`config.mk`:
```
export PLATFORM = sky130hd
export DESIGN_NAME = branch_target_buffer
export DESIGN_NICKNAME = d
export VERILOG_FILES = /design/src/rtl/branch_target_buffer.sv
export SDC_FILE = /design/constraint.sdc
export NUM_CORES = 1
export LEC_CHECK = 0
export CORE_ASPECT_RATIO = 0.6
export CORE_MARGIN = 3
export CORE_UTILIZATION = 55
export CTS_CLUSTER_SIZE = 10
export DETAILED_ROUTE_END_ITERATION = 12
export GPL_ROUTABILITY_DRIVEN = 0
export HOLD_SLACK_MARGIN = 0.08
export PLACE_DENSITY_LB_ADDON = 0.3
export SLEW_MARGIN = 20
export SYNTH_ARGS = -nofsm -noshare
export SYNTH_HDL_FRONTEND = slang
export SYNTH_SLANG_ARGS = --single-unit
```
`constraint.sdc`:
```
create_clock -name clk -period 4.6 [get_ports clk]
set_input_delay 0.92 -clock clk [delete_from_list [all_inputs] [get_ports clk]]
set_output_delay 0.92 -clock clk [all_outputs]
set_load 0.02 [all_outputs]
```
`src/rtl/branch_target_buffer.sv`:
```
// Direct-mapped branch target buffer with 2-bit saturating direction counters.
// Combinational IF-stage lookup, ID-stage training, and saturating hit/mispredict statistics.
module branch_target_buffer #(
   parameter int         ADDR_W   = 32,
   parameter int         ENTRIES  = 16,
   parameter logic [1:0] CNT_INIT = 2'b01,
   parameter int         STAT_W   = 16
) (
   input  logic              clk,
   input  logic              rst,
   input  logic              lookupEn,
   input  logic [ADDR_W-1:0] lookupPc,
   output logic              hit,
   output logic              predTaken,
   output logic [ADDR_W-1:0] predNextPc,
   input  logic              updateEn,
   input  logic [ADDR_W-1:0] updatePc,
   input  logic              updateTaken,
   input  logic [ADDR_W-1:0] updateTarget,
   input  logic              updatePredTaken,
   input  logic              invalidate,
   output logic              mispredict,
   output logic [STAT_W-1:0] lookupCount,
   output logic [STAT_W-1:0] hitCount,
   output logic [STAT_W-1:0] mispredictCount
);

   localparam int INDEX_W = $clog2(ENTRIES);
   localparam int TAG_W   = ADDR_W - INDEX_W - 2;

   logic              validQ  [ENTRIES];
   logic [TAG_W-1:0]  tagQ    [ENTRIES];
   logic [ADDR_W-3:0] targetQ [ENTRIES];
   logic [1:0]        ctrQ    [ENTRIES];

   logic [INDEX_W-1:0] lookupIdx;
   logic [TAG_W-1:0]   lookupTag;
   logic [INDEX_W-1:0] updIdx;
   logic [TAG_W-1:0]   updTag;
   logic               updHit;
   logic               updWrite;
   logic               unusedBits;

   assign lookupIdx = lookupPc[INDEX_W+1:2];
   assign lookupTag = lookupPc[ADDR_W-1:INDEX_W+2];
   assign updIdx    = updatePc[INDEX_W+1:2];
   assign updTag    = updatePc[ADDR_W-1:INDEX_W+2];

   // Byte offsets of the update PC and target carry no information for word-aligned code.
   assign unusedBits = ^{updatePc[1:0], updateTarget[1:0]};

   assign hit        = validQ[lookupIdx] && (tagQ[lookupIdx] == lookupTag);
   assign predTaken  = hit && ctrQ[lookupIdx][1];
   assign predNextPc = predTaken ? {targetQ[lookupIdx], 2'b00} : lookupPc + ADDR_W'(4);

   assign updHit     = validQ[updIdx] && (tagQ[updIdx] == updTag);
   assign mispredict = updateEn && (updatePredTaken != updateTaken);
   assign updWrite   = !rst && !invalidate && updateEn && updateTaken;

   always_ff @(posedge clk) begin
      if (rst) begin
         for (int i = 0; i < ENTRIES; i++) begin
            validQ[i] <= 1'b0;
            ctrQ[i]   <= CNT_INIT;
         end
      end else if (invalidate) begin
         for (int i = 0; i < ENTRIES; i++) begin
            validQ[i] <= 1'b0;
         end
      end else if (updateEn) begin
         if (updHit) begin
            if (updateTaken) begin
               if (ctrQ[updIdx] != 2'b11) ctrQ[updIdx] <= ctrQ[updIdx] + 2'b01;
            end else begin
               if (ctrQ[updIdx] != 2'b00) ctrQ[updIdx] <= ctrQ[updIdx] - 2'b01;
            end
         end else if (updateTaken) begin
            validQ[updIdx] <= 1'b1;
            ctrQ[updIdx]   <= 2'b10;
         end
      end
   end

   // Tag and target are don't-care under reset, so they live outside the reset domain.
   // On an update hit the tag rewrite is a no-op, which keeps the enable simple.
   always_ff @(posedge clk) begin
      if (updWrite) begin
         tagQ[updIdx]    <= updTag;
         targetQ[updIdx] <= updateTarget[ADDR_W-1:2];
      end
   end

   always_ff @(posedge clk) begin
      if (rst) begin
         lookupCount     <= '0;
         hitCount        <= '0;
         mispredictCount <= '0;
      end else begin
         if (lookupEn && (lookupCount != '1))
            lookupCount <= lookupCount + STAT_W'(1);
         if (lookupEn && hit && (hitCount != '1))
            hitCount <= hitCount + STAT_W'(1);
         if (mispredict && (mispredictCount != '1))
            mispredictCount <= mispredictCount + STAT_W'(1);
      end
   end

endmodule

```
# Yosys cells after proc, flatten, opt, wreduce, memory -nomap -nowiden
# Memories as Yosys holds them, arrays and structs flattened.
# Cells that the tools add are included.
dict set report word_totals {
  ff_bits 48
  input_bits 103
  memories 4
  elab_cells 106
  latch_bits 0
  ram_bits 944
  romBits 0
  out_inout_bits 83
}
# name words width read_ports rd_ports_with_merged_regs wr line_no
set mem_list {}
lappend mem_list {targetQ 16 30 1 0 1 33} ;# logic [ADDR_W-3:0] targetQ [ENTRIES];
lappend mem_list {tagQ 16 26 2 0 1 32} ;# logic [TAG_W-1:0] tagQ [ENTRIES];
lappend mem_list {ctrQ 16 2 2 0 16 34} ;# logic [1:0] ctrQ [ENTRIES];
lappend mem_list {validQ 16 1 2 0 16 31} ;# logic validQ [ENTRIES];
dict set report classes {
  n_mul 0
  bitwise_logic 18
  n_lt_le_gt_ge 0
  eq_ne 7
  div_mod_pow 0
  muxes 52
  reduce_logical 16
  add_sub_neg 6
  shift 0
}
# op count
set ops {}
lappend ops {{== test 26 bit} 2}
lappend ops {{adder 16 x 1 -> 16 bit (second input constant)} 3}
lappend ops {{inequality test 16 bit (second input constant)} 3}
lappend ops {{2-to-1 mux 1 bit} 46}
lappend ops {{adder 32 x 3 -> 32 bit (second input constant)} 1}
lappend ops {{2-to-1 mux 32 bit} 1}
lappend ops {{OR 1 bit} 18}
lappend ops {{logical AND 1 bit} 11}
lappend ops {{2-to-1 mux 4 bit} 2}
lappend ops {{2-to-1 mux 2 bit} 3}
lappend ops {{adder 2 x 1 -> 2 bit (second input constant)} 1}
lappend ops {{zero test 1 bit} 2}
lappend ops {{inequality test 2 bit (second input constant)} 1}
lappend ops {{nonzero test 2 bit} 1}
lappend ops {{OR reduction 2 bit} 1}
lappend ops {{subtractor 2 x 1 -> 2 bit (second input constant)} 1}
lappend ops {{inequality test 1 bit} 1}
lappend ops {{OR reduction 1 bit} 1}

# Longest topological paths before layout
# An unclocked memory read counts as a cell.
dict set report depth {
  depth_word 13
  ltp_mapped 15
  depth_no_buf 9
}

# Worst setup path after synthesis
# No wires, ideal clock.
dict set report synth_path {
  path_kind {in2out}
  startpoint {input port lookupPc[2]}
  endpoint {output port predNextPc[10]}
  slack_ps -361
  required_ps 3680
  stages 11
  n_path_buf 8
  t_arrival_ps 4041
  path_cell_list {buf_6 > buf_6 > buf_4 > buf_4 > buf_4 > buf_2 > clkbuf_1 > buf_2 > mux4_2 > mux4_2 > mux2_1}
}
dict set report synth_via {
  elab_chain_cells 5
  elab_cells_between_ends 9
  cone_classes {add/sub (1); eq/ne (1); mux (1); reduce/logical (2); memory (4)}
}
# element line_no
set synth_rtl {}
lappend synth_rtl {{start, declared} 12} ;# input logic [ADDR_W-1:0] lookupPc,
lappend synth_rtl {{memory (16 x 26 bit)} --}
lappend synth_rtl {{== test 26 bit} 52} ;# assign hit = validQ[lookupIdx] && (tagQ[lookupIdx] == lookupTag);
lappend synth_rtl {{logical AND 1 bit} 52}
lappend synth_rtl {{logical AND 1 bit} 53} ;# assign predTaken = hit && ctrQ[lookupIdx][1];
lappend synth_rtl {{2-to-1 mux 32 bit (*)} 54} ;# assign predNextPc = predTaken ? {targetQ[lookupIdx], 2'b00} : lookupPc + ADDR_W'(4);
lappend synth_rtl {{end, declared} 15} ;# output logic [ADDR_W-1:0] predNextPc,
# Every way passes the cells marked *; elsewhere a longest branch is shown, timed or not.

# Worst setup path in the final report
dict set report layout_path {
  startpoint {input port lookupPc[3]}
  endpoint {output port predNextPc[28]}
}
# Same word-level chain as after synthesis.

==> metrics.txt <==
RSZ-0062 raised after global routing yes; worst setup margin -0.4150 ns; CTS root buffer clkbuf_16; crit-path max FO 8; routing usage on met2 46.13%; Syn Inst Count 2395; vias in the first global route 26816; hold crit path type reg2reg; fin nets 2965; ys flop type edfxtp_1; H-tree depth 3; Max VDD drop 343.8 uV; Max Cap Viol 0; Chip Width 371.5 microns; clock skew 0.06186 ns; post-DP HPWL 79320 microns; met3 GRT Util 9.598%; Worst setup EP type output port; outcome complete, but fails checks; gr busiest metal met2; DR iter-0 viols 4255; worst relative slew slack 33.20%; Sink Count 992; Setup crit start kind input port; Critical-path top delay cell mux4_2; fin crit share 109.0%; Routed Antenna Nets 0; initial antenna violation count 3; crit path kind in2out; area delta synth->final 20.61%; Yosys warning count 0; worst skew pair latency 0.72 ns; Post-synth ARST share 0%; Routed wire per std cell 32.84 microns; Clk pin slew, worst setup/hold paths 0.06 ns; critical-path cell list buf_16, buf_12, buf_16, mux4_2, mux2i_1, xnor2_1, nor4_2, buf_4, nand4_1, and2_4, nor2_4, nand4b_1, buf_6, buf_16, mux2_4, buf_6; I/O pin cnt 186; Synth Register Bits 992; PD cells 365.6 nW/um^2; Pre-antenna DRT Iters 6; max-slew violations 0; Comb pwr share 9.3%; first-pass GRT wire length 187500 microns; Tot Pwr 0.01944 W; Required @ worst endpoint 3.68 ns; area of the mapped netlist 44090 sq um; P_sw 0.004432 W; largest net degree at the start of global routing 74; max frequency 199.4 MHz; syn_nets 2502; aggregate global routing overflow 0; post-synthesis sequential area ratio 66.11%; die area 83710 sq um; Hold Vio Cnt, Final 0; vias per std cell 6.826; top cell type by total area after synthesis edfxtp_1; num rows 79; CTS Buf Count 109; initial core utilization 56.18%; failing checks negative setup slack; Commonest cells post-synth edfxtp_1, mux4_2, mux2i_1, nor2_1, nand2_1; Tmin final 5.015 ns; total vias in the final route 26915; most used cell, CP buf_16; most common cell in the netlist edfxtp_1; syn avg cell area 18.41 sq um; Filler Cell Count 4964; Max clock buf depth 3; switch share 22.80%; share of the synthesized area in the top cell type 63.21%; CP arrival 4.09 ns; proportion of power drawn by the clock network 39.7%; Unique masters post-synth 70; share of layout cells above drive strength 1 32.34%; Tot GR Track Use 31.21%; CTS tree done; synth top area cells edfxtp_1, mux4_2, mux2i_1; Seq pwr share 51.1%; DRC 0; worst slew pin tran 0.9996 ns; largest stage delay on the critical path 0.48 ns; Sum Neg Setup Slack -12.47 ns; Core Box Area 78480 sq um; IO buf count 181; Die Ht 225.3 microns; Internal 0.01501 W; routed wire length 129500 microns; final setup fails 34; met1 Usage GRT 45.56%; Post-synth EDFFs 928; hold buffer count at CTS 0; Leakage 17.74 nW
cell families after synthesis:
family | count (synthesis) | share of synthesized area [%]
flip-flops | 992 | 66.11
multiplexers | 529 | 21.98
AND/OR/NAND/NOR | 374 | 4.212
AO/OA/AOI/OAI | 203 | 3.275
buffers and inverters | 169 | 1.847
XOR/XNOR | 124 | 2.463
adder cells (fa/ha/maj) | 4 | 0.1135
worst max-delay path: cells and delay by family:
family,cells,cell delay [ns]
multiplexers,3,1.02
AND/OR/NAND/NOR,5,0.96
XOR/XNOR,1,0.17
buffers and inverters,7,1.00
metal layers:
metal	vias up	share of wire, %
li1	10790	-
met1	13792	38
met2	2066	45
met3	267	13
met4	0	2.9
met5	-	0
power by group through the flow:
stage	clock network, W	logic [W]	registers, W
after global routing	0.00817	0.00187	0.00993
after CTS	0.00778	0.00172	0.00993
after floorplan	0	0.000875	0.0101
final	0.00771	0.00180	0.00993
after detailed placement	0	0.00165	0.0101
after global placement	0	0.00162	0.0101
flip-flops by register name, summed over array words and instances, names as in the netlist:
register / flops
tagQ: 416
lookupCount: 16
validQ: 16
mispredictCount: 16
targetQ: 480
ctrQ: 32
hitCount: 16
what timing repair did:
action / in CTS / in global routing
resized for setup: 272 / 31
buffers inserted: 13 / 9
endpoints found under the setup margin: 34 / 34
gates cloned: 5 / 0
pin swaps: 12 / 12
path summary, 6_finish.rpt:
path                        end                from  cells past startpoint  slack [ns]
max              predNextPc[28]         lookupPc[3]                     16       -0.41
max reg2reg        hitCount[15]        tagQ[15][21]                     13        0.81
min reg2reg  mispredictCount[5]  mispredictCount[5]                      2        0.51
min          mispredictCount[5]  mispredictCount[5]                      2        0.51
area by class of cell:
| class | count | area [sq um] | area share, % |
|---|---|---|---|
| Antenna cell | 2 | 5.005 | 0.009412 |
| Inverter | 23 | 86.33 | 0.1624 |
| Tap cell | 1053 | 1318 | 2.478 |
| Sequential cell | 992 | 29150 | 54.82 |
| Timing Repair Buffer | 498 | 4975 | 9.356 |
| Multi-Input combinational cell | 1234 | 14620 | 27.50 |
| Clock buffer | 132 | 2814 | 5.292 |
| Clock inverter | 9 | 205.2 | 0.3859 |
metrics by stage:
stage	std cells	instance area (sq um)	utilization, %	setup slack [ns]	hold WS, ns
after floorplan	2395	44200	-	-0.3103	0.4615
after global placement	3776	49300	62.82	-0.9975	0.4738
after detailed placement	3776	49300	62.82	-0.9680	0.4908
after CTS	3933	52920	67.42	-0.2640	0.5065
after global routing	3942	53170	67.75	-0.4234	0.5298
final	3943	53170	67.75	-0.4150	0.5074
layout by cell type, fill, tap and decap left out, drive strengths merged, types with 9 or more instances in the layout:
| cell type | instances |
|---|---|
| o21ai | 29 |
| a21o | 17 |
| nor3 | 27 |
| xnor2 | 78 |
| o22ai | 10 |
| buf | 358 |
| nor2b | 13 |
| a21oi | 43 |
| nand4 | 21 |
| or3 | 24 |
| clkbuf | 132 |
| nor2 | 100 |
| nand2 | 85 |
| dfxtp | 64 |
| edfxtp | 928 |
| a22oi | 19 |
| mux2i | 140 |
| inv | 23 |
| nand3 | 35 |
| mux2 | 42 |
| xor2 | 46 |
| and3 | 16 |
| and2 | 12 |
| clkinv | 9 |
| a22o | 21 |
| clkdlybuf4s50 | 140 |
| mux4 | 347 |
Power figures use the tool's default switching activity.
